===== config.mk =====
export PLATFORM = sky130hd
export DESIGN_NAME = hazard_fwd_unit
export DESIGN_NICKNAME = d
export VERILOG_FILES = /design/src/rtl/hazard_fwd_unit.sv
export SDC_FILE = /design/constraint.sdc
export NUM_CORES = 1
export LEC_CHECK = 0
export BUFFER_PORTS_ARGS = -buffer_cell sky130_fd_sc_hd__buf_2
export CORE_MARGIN = 8
export CORE_UTILIZATION = 30
export DETAILED_ROUTE_END_ITERATION = 8
export SETUP_SLACK_MARGIN = 0.2
export SLEW_MARGIN = 20
export SYNTH_ARGS = -nofsm -noshare
export SYNTH_HDL_FRONTEND = slang
export SYNTH_SLANG_ARGS = --single-unit

===== constraint.sdc =====
create_clock -name clk -period 2 [get_ports clk]
set_input_delay 0.5 -clock clk [delete_from_list [all_inputs] [get_ports clk]]
set_output_delay 0.5 -clock clk [all_outputs]
set_load 0.005 [all_outputs]

===== src/rtl/hazard_fwd_unit.sv =====
// Load-use stall / EX operand-forwarding unit over EX/MEM/WB shadow stages; HAZARD_STALL_CNT_EN adds stall_cnt.
// Latency: fwdA/fwdB/stall are combinational from registered shadows (zero cycles); ex_bubble is registered.
// Backpressure: stall holds PC and IF/ID for one cycle on load-use; flush_i kills ID and overrides stall.
module hazard_fwd_unit (
    input  logic       clk,
    input  logic       rst_n,
    input  logic       id_valid,
    input  logic [4:0] id_rs,
    input  logic [4:0] id_rt,
    input  logic [4:0] id_rd,
    input  logic       id_wen,
    input  logic       id_memRead,
    input  logic       id_memWrite,
    input  logic       id_regDst,
    input  logic       id_jal,
    input  logic       id_alusrc,
    input  logic       flush_i,
    output logic [1:0] fwdA,
    output logic [1:0] fwdB,
    output logic       stall,
    output logic       ex_bubble
`ifdef HAZARD_STALL_CNT_EN
    ,
    output logic [15:0] stall_cnt
`endif
);

    typedef struct packed {
        logic       vld;
        logic [4:0] dst;
        logic       wen;
        logic       mem_read;
        logic [4:0] rs;
        logic [4:0] rt;
        logic       uses_rt;
    } stage_t;

    stage_t ex_q, ex_d, mem_q, mem_d, wb_q, wb_d;
    logic   ex_bubble_q, ex_bubble_d;
    logic   [4:0] id_dst;
    logic   id_uses_rt;
    logic   load_use;
    logic   kill_id;

    function automatic logic is_src(input stage_t s);
        return s.vld & s.wen & (s.dst != 5'd0);
    endfunction

    always_comb begin
        id_dst     = id_jal ? 5'd31 : (id_regDst ? id_rd : id_rt);
        id_uses_rt = !id_alusrc | id_memWrite;
        load_use   = id_valid & ex_q.vld & ex_q.mem_read & ex_q.wen & (ex_q.dst != 5'd0)
                   & ((ex_q.dst == id_rs) | ((ex_q.dst == id_rt) & id_uses_rt));
        // Outputs are held quiet while reset is asserted so stale shadows cannot leak out.
        stall      = load_use & !flush_i & rst_n;
        kill_id    = stall | flush_i | !id_valid;

        ex_d.vld      = !kill_id;
        ex_d.dst      = id_dst;
        ex_d.wen      = id_wen;
        ex_d.mem_read = id_memRead;
        ex_d.rs       = id_rs;
        ex_d.rt       = id_rt;
        ex_d.uses_rt  = id_uses_rt;
        mem_d         = ex_q;
        wb_d          = mem_q;
        ex_bubble_d   = kill_id;

        fwdA = 2'b00;
        fwdB = 2'b00;
        if (rst_n && ex_q.vld) begin
            if (is_src(mem_q) && (mem_q.dst == ex_q.rs))
                fwdA = 2'b10;
            else if (is_src(wb_q) && (wb_q.dst == ex_q.rs))
                fwdA = 2'b01;
            if (ex_q.uses_rt) begin
                if (is_src(mem_q) && (mem_q.dst == ex_q.rt))
                    fwdB = 2'b10;
                else if (is_src(wb_q) && (wb_q.dst == ex_q.rt))
                    fwdB = 2'b01;
            end
        end
    end

    always_ff @(posedge clk) begin
        if (!rst_n) begin
            ex_q        <= '0;
            mem_q       <= '0;
            wb_q        <= '0;
            ex_bubble_q <= 1'b0;
        end else begin
            ex_q        <= ex_d;
            mem_q       <= mem_d;
            wb_q        <= wb_d;
            ex_bubble_q <= ex_bubble_d;
        end
    end

    assign ex_bubble = ex_bubble_q;

    // WB is the last stage; its source-side fields have no further consumer.
    logic unused_wb_bits;
    assign unused_wb_bits = ^{wb_q.mem_read, wb_q.rs, wb_q.rt, wb_q.uses_rt};

`ifdef HAZARD_STALL_CNT_EN
    logic [15:0] stall_cnt_q, stall_cnt_d;

    always_comb begin
        stall_cnt_d = stall_cnt_q;
        if (stall && (stall_cnt_q != 16'hFFFF))
            stall_cnt_d = stall_cnt_q + 16'd1;
    end

    always_ff @(posedge clk) begin
        if (!rst_n)
            stall_cnt_q <= 16'd0;
        else
            stall_cnt_q <= stall_cnt_d;
    end

    assign stall_cnt = stall_cnt_q;
`endif

endmodule


# After elaboration in Yosys (flattened, before gate mapping)
# Cells that the tools add are included.
# word_totals
regBits,34
input_bits,25
output_inout_bits,6
word_cells,57
# classes
n_eq_ne,6
mux,9
bitwise_logic,16
n_reduce_logical,12
# op_table
operator,count
== test 5 bit,6
nonzero test 5 bit,3
AND 1 bit,12
two-way mux 2 bit,5
two-way mux 5 bit,2
logical AND 1 bit,5
logical NOT 1 bit,4
OR 1 bit,4
two-way mux 1 bit,2

# Longest topological paths before layout
# logic_depth
word_depth,10
ltp_mapped,4
ltp_nobuf,4

# Least setup slack after synthesis
# OpenSTA, ideal clock, no wires.
# synth_timing
path_type,register to output
start,register mem_q[14] (netlist name)
end,output fwdB[0]
arrival_time_ns,1.377
t_required_ns,1.500
path_slack_ns,0.123
stages_incl_launch_ff,5
n_path_buf,0
path_cell_list,dfxtp_1 -> or4_1 -> o211ai_2 -> nor4_1 -> nor4_2
# synth_via
elab_chain_len,6
elab_cells_between_ends,7
classes_between,eq/ne: 1; mux: 3; bitwise: 1; reduce/logical: 2
# synth_rtl
item,line_no,source
"start, declared",38,"stage_t ex_q, ex_d, mem_q, mem_d, wb_q, wb_d;"
"start signal, assigned",93,mem_q <= mem_d;
nonzero test 5 bit,46,return s.vld & s.wen & (s.dst != 5'd0);
AND 1 bit,46,
logical AND 1 bit *,77,if (is_src(mem_q) && (mem_q.dst == ex_q.rt))
two-way mux 2 bit *,77,
two-way mux 2 bit *,76,if (ex_q.uses_rt) begin
two-way mux 2 bit *,71,if (rst_n && ex_q.vld) begin
"end, declared",19,"output logic [1:0] fwdB,"
# Every way passes the cells marked *; elsewhere a longest branch is shown, timed or not.

# Worst setup path after layout
# layout_timing
start,register mem_q[17] (netlist name)
end,output fwdA[1]
# layout_via
elab_chain_len,5
elab_cells_between_ends,6
classes_between,eq/ne: 1; mux: 2; bitwise: 1; reduce/logical: 2
# layout_rtl
item,line_no,source
nonzero test 5 bit,46,
AND 1 bit,46,
logical AND 1 bit *,72,if (is_src(mem_q) && (mem_q.dst == ex_q.rs))
two-way mux 2 bit *,72,
two-way mux 2 bit *,71,
"end, declared",18,"output logic [1:0] fwdA,"
# Marked as above.

==> impl_metrics.json <==
{
  "hold_class": "in -> reg",
  "routed_wl_mm": 2.897,
  "synthFlopType": "dfxtp_1",
  "hp-start": "id_wen",
  "post-route-worst-setup-slack_ps": -250.7,
  "place_congestion": 0.7284,
  "die_h_um": 84.68,
  "startpoint_type": "register",
  "final_cells": 231,
  "critPathMaxFanout": 2,
  "clkTransAtPathRegs_ps": 60,
  "drc": 0,
  "critPathKind": "reg -> out",
  "die_width_um": 84.68,
  "switching_power_uw": 333.5,
  "met3_length_um": 94,
  "clock_sinks": 34,
  "reg2reg_slack_ps": 560,
  "area_delta_synth_final_pct": 31.74,
  "holdBufCountCts": 0,
  "async_flop_share_pct": 0,
  "netlist_top_cells_count": "dfxtp_1, and2_1, xnor2_1",
  "pre_cts_slack_ps": -140.0,
  "htreeDepth": 2,
  "place_inst": 220,
  "highest_layer": "met4",
  "route.detailed.wl_per_inst_um": 12.54,
  "initial_utilization_pct": 30.57,
  "cellPowerDensity_nw_per_um2": 764.9,
  "grt.total_usage_pct": 8.715,
  "synth_nets": 158,
  "violations": "setup timing",
  "rsz0062_at_grt": "true",
  "antennaDiodeCount": 0,
  "placed_cell_area_sq_um": 1667,
  "antenna_found_initial": 0,
  "swShare_pct": 23.39,
  "drt-met1-wl_mm": 1.367,
  "timing.fmax_mhz": 444.3,
  "fp.dieArea_sq_um": 7171,
  "p_leak_uw": 0.0007550,
  "grt_overflow_total": 0,
  "outcome": "finished, violations left",
  "avgViaCountPerCell": 4.403,
  "seq_area_frac_synth_pct": 48.10,
  "tightestPinTransition_ps": 309.6,
  "syn_area_per_cell_sq_um": 10.64,
  "grt_max_degree": 27,
  "maxSlewHeadroom_pct": 79.19,
  "fin_skew_ps": 3.528,
  "peakVddDrop_v": 0.0003944,
  "p_int_uw": 1092,
  "finalHoldViolations": 0,
  "dpl.hpwl_mm": 2.311,
  "grt_pass1_vias": 1102,
  "yosysTopAreaCell": "dfxtp_1",
  "core-area_sq_um": 4629,
  "drt_pre_antenna_iters": 4,
  "yosysWarnings": 0,
  "whs_endpoint": "ex_q[12]",
  "maxSlewViolCount": 0,
  "yosys.area.top_type_share_pct": 48.10,
  "timing.rr.end": "ex_q[18]",
  "synthMostInstantiatedCell": "dfxtp_1",
  "drive_above_1_share_pct": 38.98,
  "cp.required_ps": 1500,
  "nNetsFinal": 201,
  "synthTopCellsByArea": "dfxtp_1, and2_1, xnor2_1",
  "synth_cell_types": 26,
  "rr_worst_depth": 4,
  "cts_buffers": 5,
  "worst_hold_slack_ps": 427.6,
  "synth_edf_count": 0,
  "ctsLongestPathBuffers": 2,
  "wl_met2_mm": 1.372,
  "postSynthCellCount": 133,
  "clkPwrFrac_pct": 35.1,
  "drv_cap": 0,
  "clk_latency_ps": 280,
  "whs_path_depth": 2,
  "pin_count": 31,
  "crit_path_end_kind": "output port",
  "min_period_ps": 2251,
  "detailedRoute.firstIterationViolations": 41,
  "fin_crit_sh_pct": 112.5,
  "syn-cell-area_sq_um": 1415,
  "final_area_sq_um": 1864,
  "ant_nets": 0,
  "ys_seq_elements": 34,
  "p_comb_share_pct": 12.5,
  "cts_tree": "yes",
  "cts-root-buf": "clkbuf_8",
  "r2r_start": "ex_q[15]",
  "pwr-share-seq_pct": 52.4,
  "cp_data_arrival_time_ps": 1750,
  "setup_viol": 5,
  "rows": 25,
  "grt_pass1_wl_mm": 4.892,
  "io_buffers": 30,
  "vias": 1017
}
-- critical path: stages, from the launching register on --
cell and delay [ps]:
dfxtp_2 320, or4_4 550, o211ai_4 230, nor4_2 100, and2_1 160, buf_2 120
-- flip-flops by register name (all words and copies together) (netlist names) --
signal and count:
mem_q 7, ex_bubble 1, ex_q 19, wb_q 7
-- area by class of cell --
cell class	instances	area, sq um
Fill cell	457	2765
Multi-Input combinational cell	95	785.8
Sequential cell	34	691.9
Timing Repair Buffer	39	224.0
Clock buffer	7	86.33
Tap cell	54	67.56
Clock inverter	1	5.005
Inverter	1	3.754
-- cell usage in the layout, fill, tap and decap left out, drive strengths merged --
cell / netlist / layout
and3: 1 / 1
nand3: 3 / 3
nand2b: 1 / 1
inv: 1 / 1
xor2: 13 / 13
nor4: 5 / 5
o2111ai: 1 / 1
nor3: 2 / 2
or4: 3 / 3
xnor2: 17 / 17
clkbuf: 3 / 7
nand4: 2 / 2
mux2: 5 / 5
and2: 28 / 28
o21ai: 1 / 1
buf: 0 / 39
o211ai: 2 / 2
o21a: 5 / 5
nand2: 3 / 3
dfxtp: 34 / 34
o2111a: 1 / 1
a32oi: 1 / 1
nor2: 1 / 1
clkinv: 0 / 1
-- what timing repair did --
item	CTS	global route
setup buffers	3	0
endpoints found under the setup margin	5	5
resized for setup	16	3
pin swaps	8	4
-- how the worst max path moves through the flow --
stage,from,end,slack (ps),cells past startpoint
3_5_place_dp,id_rt[2],stall,-140,6
3_3_place_gp,id_rt[2],stall,-150,6
5_1_grt,mem_q[17],fwdA[0],-340,5
4_1_cts,mem_q[17],fwdA[1],-250,5
6_report,mem_q[17],fwdA[1],-250,5
2_1_floorplan,mem_q[14],fwdB[1],210,4
-- stage by stage --
stage / util [%] / TNS, ps / power (uW)
floorplan: - / 0 / 853.1
global placement: 36.00 / -148.0 / 918.0
detailed placement: 36.00 / -140.0 / 919.9
CTS: 40.05 / -1056 / 1437
global route: 40.27 / -1360 / 1493
finish: 40.27 / -1014 / 1426
-- layer usage --
layer | track usage (%) | up-vias
li1 | - | 535
met1 | 9.710 | 456
met2 | 14.39 | 22
met3 | 2.439 | 4
met4 | 5.340 | 0
met5 | 0 | -
-- cell families (layout without fill, tap and decap cells) --
group	count (synthesis)	in the layout	synth area share, %
DFF	34	34	48.10
and+or+nand+nor	49	49	21.84
xor gates and xnor gates	30	30	18.57
buffers and inverters	4	48	1.061
AOI/OAI and AO/OA	11	11	6.455
muxes	5	5	3.978
-- power by group through the flow --
stage	logic (uW)	clock network, uW	registers (uW)
after floorplan	98.9	0	754
after global placement	158	0	760
after detailed placement	159	0	761
after CTS	178	511	747
after global routing	199	542	752
final	178	500	748
Note: power is estimated with default switching activity, not from simulation.
